<file path="src/rtl/dec_pkg.sv">
// Shared constants for the decryption scheduler: cipher select codes, the default
// end-of-message token and the scheduler FSM state encoding.
package dec_pkg;

   localparam logic [1:0] SEL_CAESAR  = 2'b00;
   localparam logic [1:0] SEL_SCYTALE = 2'b01;
   localparam logic [1:0] SEL_ZIGZAG  = 2'b10;
   localparam logic [1:0] SEL_INVALID = 2'b11;

   localparam logic [7:0] TOKEN_DEFAULT = 8'hFA;

   typedef logic [1:0] state_t;

   localparam state_t ST_IDLE       = 2'd0;
   localparam state_t ST_FWD        = 2'd1;
   localparam state_t ST_WAIT_START = 2'd2;
   localparam state_t ST_WAIT_DONE  = 2'd3;

endpackage

</file>
<file path="src/rtl/dec_fifo.sv">
// Input byte buffer for the scheduler: power-of-two depth, show-ahead read data,
// synchronous active-high reset. Pushes when full and pops when empty are ignored.
module dec_fifo #(
   parameter int unsigned  D_WIDTH = 8,
   parameter int unsigned  DEPTH   = 4,
   localparam int unsigned AW      = $clog2(DEPTH),
   localparam int unsigned CW      = AW + 1
) (
   input  logic               clk_i,
   input  logic               rst_i,
   input  logic               push_i,
   input  logic [D_WIDTH-1:0] wdata_i,
   input  logic               pop_i,
   output logic [D_WIDTH-1:0] rdata_o,
   output logic               full_o,
   output logic               empty_o,
   output logic [CW-1:0]      count_o
);

   logic [D_WIDTH-1:0] mem_q [DEPTH];
   logic [AW-1:0]      wptr_q, wptr_d;
   logic [AW-1:0]      rptr_q, rptr_d;
   logic [CW-1:0]      count_q, count_d;
   logic               do_push, do_pop;

   assign full_o  = (count_q == CW'(DEPTH));
   assign empty_o = (count_q == '0);
   assign count_o = count_q;
   assign rdata_o = mem_q[rptr_q];

   assign do_push = push_i & ~full_o;
   assign do_pop  = pop_i & ~empty_o;

   // Pointers are exactly AW bits wide, so natural overflow is the modulo-DEPTH wrap.
   always_comb begin
      wptr_d  = do_push ? wptr_q + AW'(1) : wptr_q;
      rptr_d  = do_pop ? rptr_q + AW'(1) : rptr_q;
      count_d = count_q;
      if (do_push && !do_pop) begin
         count_d = count_q + CW'(1);
      end else if (!do_push && do_pop) begin
         count_d = count_q - CW'(1);
      end
   end

   always_ff @(posedge clk_i) begin
      if (rst_i) begin
         wptr_q  <= '0;
         rptr_q  <= '0;
         count_q <= '0;
      end else begin
         wptr_q  <= wptr_d;
         rptr_q  <= rptr_d;
         count_q <= count_d;
      end
   end

   always_ff @(posedge clk_i) begin
      if (do_push) begin
         mem_q[wptr_q] <= wdata_i;
      end
   end

endmodule

</file>
<file path="src/rtl/dec_scheduler.sv">
// Decryption scheduler: buffers bytes, routes each TOKEN-terminated message to the
// selected decryptor and waits for it to finish. DEC_SCHEDULER_MSG_COUNT_EN adds msg_count_o.
module dec_scheduler
   import dec_pkg::*;
#(
   parameter int unsigned        D_WIDTH    = 8,
   parameter int unsigned        FIFO_DEPTH = 4,
   parameter logic [D_WIDTH-1:0] TOKEN      = D_WIDTH'(TOKEN_DEFAULT)
) (
   input  logic               clk,
   input  logic               rst_n,
   input  logic [1:0]         select_i,
   input  logic [D_WIDTH-1:0] data_i,
   input  logic               valid_i,
   output logic               ready_o,
   input  logic               busy0_i,
   input  logic               busy1_i,
   input  logic               busy2_i,
   output logic [1:0]         select_o,
   output logic [D_WIDTH-1:0] data_o,
   output logic               valid_o,
   output logic               ovf_o,
   output logic               bad_sel_o
`ifdef DEC_SCHEDULER_MSG_COUNT_EN
   ,
   output logic [15:0]        msg_count_o
`endif
);

   localparam int unsigned CW = $clog2(FIFO_DEPTH) + 1;

   logic [D_WIDTH-1:0] fifo_rdata;
   logic               fifo_full, fifo_empty, fifo_pop;
   logic [CW-1:0]      fifo_count;

   state_t             state_q, state_d;
   logic [1:0]         sel_q, sel_d, cur_sel;
   logic [D_WIDTH-1:0] data_q, data_d;
   logic               valid_q, valid_d;
   logic               ovf_q, ovf_d;
   logic               bad_q, bad_d;
   logic               busy_sel, msg_done;

   // rst_n is active-high: the name is inherited from the surrounding system.
   dec_fifo #(
      .D_WIDTH (D_WIDTH),
      .DEPTH   (FIFO_DEPTH)
   ) u_fifo (
      .clk_i   (clk),
      .rst_i   (rst_n),
      .push_i  (valid_i),
      .wdata_i (data_i),
      .pop_i   (fifo_pop),
      .rdata_o (fifo_rdata),
      .full_o  (fifo_full),
      .empty_o (fifo_empty),
      .count_o (fifo_count)
   );

   assign ready_o = ~fifo_full;

   always_comb begin
      case (sel_q)
         SEL_CAESAR:  busy_sel = busy0_i;
         SEL_SCYTALE: busy_sel = busy1_i;
         SEL_ZIGZAG:  busy_sel = busy2_i;
         default:     busy_sel = 1'b0;
      endcase
   end

   always_comb begin
      state_d  = state_q;
      sel_d    = sel_q;
      data_d   = data_q;
      valid_d  = 1'b0;
      bad_d    = 1'b0;
      fifo_pop = 1'b0;
      msg_done = 1'b0;
      ovf_d    = ovf_q | (valid_i & fifo_full);
      // The select is only sampled for the first byte of a message.
      cur_sel  = (state_q == ST_IDLE) ? select_i : sel_q;
      case (state_q)
         ST_IDLE, ST_FWD: begin
            if (!fifo_empty) begin
               fifo_pop = 1'b1;
               sel_d    = cur_sel;
               if (cur_sel == SEL_INVALID) begin
                  bad_d   = (fifo_rdata == TOKEN);
                  state_d = (fifo_rdata == TOKEN) ? ST_IDLE : ST_FWD;
               end else begin
                  valid_d = 1'b1;
                  data_d  = fifo_rdata;
                  state_d = (fifo_rdata == TOKEN) ? ST_WAIT_START : ST_FWD;
               end
            end
         end
         ST_WAIT_START: begin
            if (busy_sel) state_d = ST_WAIT_DONE;
         end
         default: begin
            if (!busy_sel) begin
               state_d  = ST_IDLE;
               msg_done = 1'b1;
            end
         end
      endcase
   end

   always_ff @(posedge clk) begin
      if (rst_n) begin
         state_q <= ST_IDLE;
         sel_q   <= SEL_CAESAR;
         data_q  <= '0;
         valid_q <= 1'b0;
         ovf_q   <= 1'b0;
         bad_q   <= 1'b0;
      end else begin
         state_q <= state_d;
         sel_q   <= sel_d;
         data_q  <= data_d;
         valid_q <= valid_d;
         ovf_q   <= ovf_d;
         bad_q   <= bad_d;
      end
   end

   assign select_o  = sel_q;
   assign data_o    = data_q;
   assign valid_o   = valid_q;
   assign ovf_o     = ovf_q;
   assign bad_sel_o = bad_q;

`ifdef DEC_SCHEDULER_MSG_COUNT_EN
   logic [15:0] msg_count_q, msg_count_d;

   assign msg_count_d = msg_count_q + 16'(msg_done);
   assign msg_count_o = msg_count_q;

   always_ff @(posedge clk) begin
      if (rst_n) begin
         msg_count_q <= '0;
      end else begin
         msg_count_q <= msg_count_d;
      end
   end
`else
   logic unused_msg_done;
   assign unused_msg_done = msg_done;
`endif

   fifo_full_matches_count: assert property (@(posedge clk) disable iff (rst_n)
      fifo_full == (fifo_count == CW'(FIFO_DEPTH)));

endmodule
</file>
<file path="config.mk">
export PLATFORM = sky130hd
export DESIGN_NAME = dec_scheduler
export DESIGN_NICKNAME = d
export VERILOG_FILES = /design/src/rtl/dec_pkg.sv /design/src/rtl/dec_fifo.sv /design/src/rtl/dec_scheduler.sv
export SDC_FILE = /design/constraint.sdc
export NUM_CORES = 1
export LEC_CHECK = 0
export ABC_AREA = 0
export ABC_CLOCK_PERIOD_IN_PS = 2100
export BUFFER_PORTS_ARGS = -buffer_cell sky130_fd_sc_hd__buf_2
export CORE_UTILIZATION = 47
export CTS_BUF_LIST = sky130_fd_sc_hd__clkbuf_4 sky130_fd_sc_hd__clkbuf_8
export DETAILED_ROUTE_END_ITERATION = 6
export HOLD_SLACK_MARGIN = 0.02
export PLACE_DENSITY = 0.7
export SLEW_MARGIN = 20
export SYNTH_ARGS = -nofsm -noshare
export SYNTH_HDL_FRONTEND = slang
export SYNTH_SLANG_ARGS = --single-unit
</file>
<file path="constraint.sdc">
create_clock -name clk -period 2.1 [get_ports clk]
set_input_delay 0.42 -clock clk [delete_from_list [all_inputs] [get_ports clk]]
set_output_delay 0.42 -clock clk [all_outputs]
set_load 0.01 [all_outputs]
</file>
==> results by group <==
Global route
  – GRT Total Usage: between 10% and 20%
  – Vias in the first global route: approximately 1300
  – GRT overflow: 0
  – Largest net degree at the start of global routing: 25
  – First-pass GRT wire length: 5990 um
  – Initial antenna violation count: 0

Critical path
  – Highest net fanout along the worst path: 4
  – Worst setup EP type: flop
  – Setup CP Type: flop to flop
  – R2R depth: 8
  – CP startpoint kind: flop
  – Max stage delay on crit path: around 0.38 ns
  – Critical R2R Launch: u_fifo.count_o[1]$_SDFFE_PP0P_
  – Cell Chain, Critical Path: nor3_4 -> or2_4 -> ha_2 -> inv_1 -> fa_2 -> xor2_1 -> or3_1 -> a21oi_1
  – CP Data Arrival Time: 2.25 ns
  – Worst path slowest cell: dfxtp_4
  – R2R Setup Slk: a little over 0.09 ns
  – Worst Path Required: 2.34 ns
  – R2r endpoint: u_fifo.count_o[2]$_SDFFE_PP0P_

Layout
  – Nets: 210
  – Layout area overhead: 16.6%
  – Multi-input logic area: about 770 um2
  – Antenna Diode Count: 0
  – Final Instance Area: 2600 um2
  – Register area: 1450 um2
  – Share of cells above drive strength 1: a little under a third
  – Fill cell count: between 300 and 400

Timing
  – Final hold slack: about 0.32 ns
  – Final Cycle Share: 95.6%
  – Fmax: between 400 and 500 MHz
  – Setup_tns: 0 ns
  – Pins over their slew limit: 0
  – Slew @ Worst Pin: about 0.46 ns
  – RSZ-0062 raised after global routing: no
  – Skew final: ~0.0087 ns
  – Max_slew headroom: 69.2%
  – Final min period: roughly 2 ns
  – Final setup fails: 0
  – Setup ws final: roughly 0.093 ns
  – Hold Violations, Final: 0

Pwr
  – Maximum VDD drop: about 0.68 mV
  – Static leakage: between 0.001 and 0.0015 uW
  – Pwr dens: roughly 1300 nW/um2
  – Total Power: about 3300 uW

Synthesis
  – FF+latch count, synth: 56
  – Post-Syn Instances: 150
  – Post-synth ARST share: 0%
  – Top_reg_cell synth: edfxtp_1
  – Synthesized cell area: roughly 2200 um2
  – Register area share after synthesis: 64.5%
  – Yosys warning count: 0
  – Distinct cells, synth: 34
  – Number of synthesized flops with an enable pin: 32
  – Syn avg cell area: ~15 um2
  – Synth Net Count: approximately 170

Route
  – Post-Route WL: roughly 3800 um
  – First-pass iteration count of the detailed router: 6
  – Routed Antenna Nets: 0
  – WL/cell: 15.7 um
  – DR DRC count: 6
  – DR iter-0 viols: between 50 and 60
  – Vias per cell: about 5.4
  – Total number of vias: approximately 1300

Placed design
  – DP HPWL: 2590 um
  – GPL Wtd Cong: around 0.8
  – Pre-CTS setup slack: about 0.028 ns
  – Buffers on Ports: 29
  – Placed standard-cell area: between 2000 and 2500 um2

Floorplanning
  – I/O pin count: 30
  – Initial Utilization: approximately half
  – Row count: 24
  – Die area: 5030 um2
  – Die W: slightly above 70 um
  – Die Height: between 70 and 80 um
  – Core Area: 4470 um2

Clocking
  – Num Clock Sinks: 56
  – TritonCTS clock tree: done
  – H-tree Lvls: 2
  – Clock root buffer: clkbuf_8
  – CTS Hold Bufs: 0
  – Max Root-Sink Buffers: 2
  – Total CTS buffers: 5
  – Clk slew on worst S/H paths: ~0.10 ns
  – Clk_lat worst skew: a little over 0.3 ns

Min path
  – Worst hold path class: input port to flop
  – Worst Hold Endpoint: u_fifo.mem_q[1][0]$_DFFE_PP_
  – Startpoint of the worst hold path: data_i[0]
  – Hold depth: 1

Status
  – Status: finished, violations left
  – Failing checks: DRC

Flow run
  – Max cap viols: 0
[metal layers]
| layer | track usage [%] | wire, um | vias to the layer above |
|---|---|---|---|
| li1 | - | - | 629 |
| met1 | 19.4 | 1610 | 625 |
| met2 | 28.2 | 1940 | 38 |
| met3 | 5.13 | 178 | 4 |
| met4 | 6.67 | 45 | 0 |
| met5 | 0 | 0 | - |
[cell usage after synthesis (3+ instances only)]
cell type	number	area [um2]
mux2i_1	13	130
a21oi_1	3	15.0
mux4_1	6	158
ha_1	5	62.6
edfxtp_1	32	961
xor2_1	3	26.3
o21ai_0	3	15.0
and2_1	4	25.0
clkbuf_1	5	18.8
dfxtp_1	24	480
nor2_1	21	78.8
inv_1	4	15.0
[registers in the layout (all words and copies together) (netlist names), named ones only]
register        cells
data_o              8
ovf_o               1
state_q             2
u_fifo.count_o      3
bad_sel_o           1
select_o            2
valid_o             1
u_fifo.rptr_q       2
u_fifo.mem_q       32
u_fifo.wptr_q       2
[layout by cell type (no fill, tap or decap), drive strengths merged]
cell type and count:
a21boi 1, dfxtp 24, clkbuf 5, and4bb 1, nor3 2, nor3b 2, o2bb2ai 1, nand3 1
mux2i 13, clkinvlp 1, nand3b 1, edfxtp 32, buf 38, nor2b 1, o211a 1, mux4 8
or3 1, ha 5, xor2 3, fa 1, nor2 21, xnor2 2, nor4bb 1, and4 1
o21ai 3, and2 4, a21oi 3, nor4 2, a31oi 1, or2 1, nand2 2, inv 6
[critical path: cells and delay by family (launching register included)]
kind	cells	cell delay, ns
simple gates	3	0.68
fa+ha+maj	2	0.53
compound gates	1	0.14
xor+xnor	1	0.15
buf+inv	1	0.06
flops	1	0.38
[repair_timing]
item                       4_1_cts  5_1_grt
setup endpoints to repair        0        1
buffers inserted                 0        3
gates resized for setup          0        8
[through the flow]
| step | utilization [%] | std cells |
|---|---|---|
| after floorplan | - | 150 |
| after global placement | 55.1 | 230 |
| after detailed placement | 55.1 | 230 |
| after CTS | 57.2 | 238 |
| after global routing | 58.2 | 241 |
| final | 58.2 | 241 |
[worst max-delay path by stage]
stage / startpoint / endpoint / slack (ns) / depth (start not counted)
finish: u_fifo.count_o[1]$_SDFFE_PP0P_ / u_fifo.count_o[2]$_SDFFE_PP0P_ / 0.09 / 8
global route: u_fifo.count_o[1]$_SDFFE_PP0P_ / u_fifo.count_o[2]$_SDFFE_PP0P_ / 0.02 / 8
CTS: u_fifo.count_o[0]$_SDFFE_PP0P_ / u_fifo.count_o[2]$_SDFFE_PP0P_ / 0.004 / 8
detailed placement: u_fifo.count_o[0]$_SDFFE_PP0P_ / u_fifo.count_o[2]$_SDFFE_PP0P_ / 0.03 / 8
global placement: u_fifo.count_o[1]$_SDFFE_PP0P_ / u_fifo.count_o[2]$_SDFFE_PP0P_ / 0.16 / 8
floorplan: u_fifo.count_o[2]$_SDFFE_PP0P_ / u_fifo.count_o[2]$_SDFFE_PP0P_ / 0.002 / 9
[power by group]
group          total [uW]  switching [uW]  internal (uW)
Sequential           1530             144           1390
Combinational        1140             549            587
Clock                 594             350            244
Total                3260            1040           2220
[cell type report]
cell class,count,area share (%)
well taps,52,2.50
clock buffers,5,2.64
flip-flops and latches,56,55.6
multi-input cells,83,29.5
repair buffers,38,8.17
inverters,4,0.577
clock inverters,3,0.961
[kinds of logic (layout without fill, tap and decap cells)]
kind of cell    after synthesis  in the layout  share of synthesized area [%]
compound gates               10             10                           2.80
xor+xnor                      5              5                           1.96
fa+ha+maj                     6              6                           3.70
buf+inv                      11             50                           2.35
flops                        56             56                           64.5
mux                          21             21                           14.9
simple gates                 41             41                           9.75
Power figures use the tool's default switching activity.
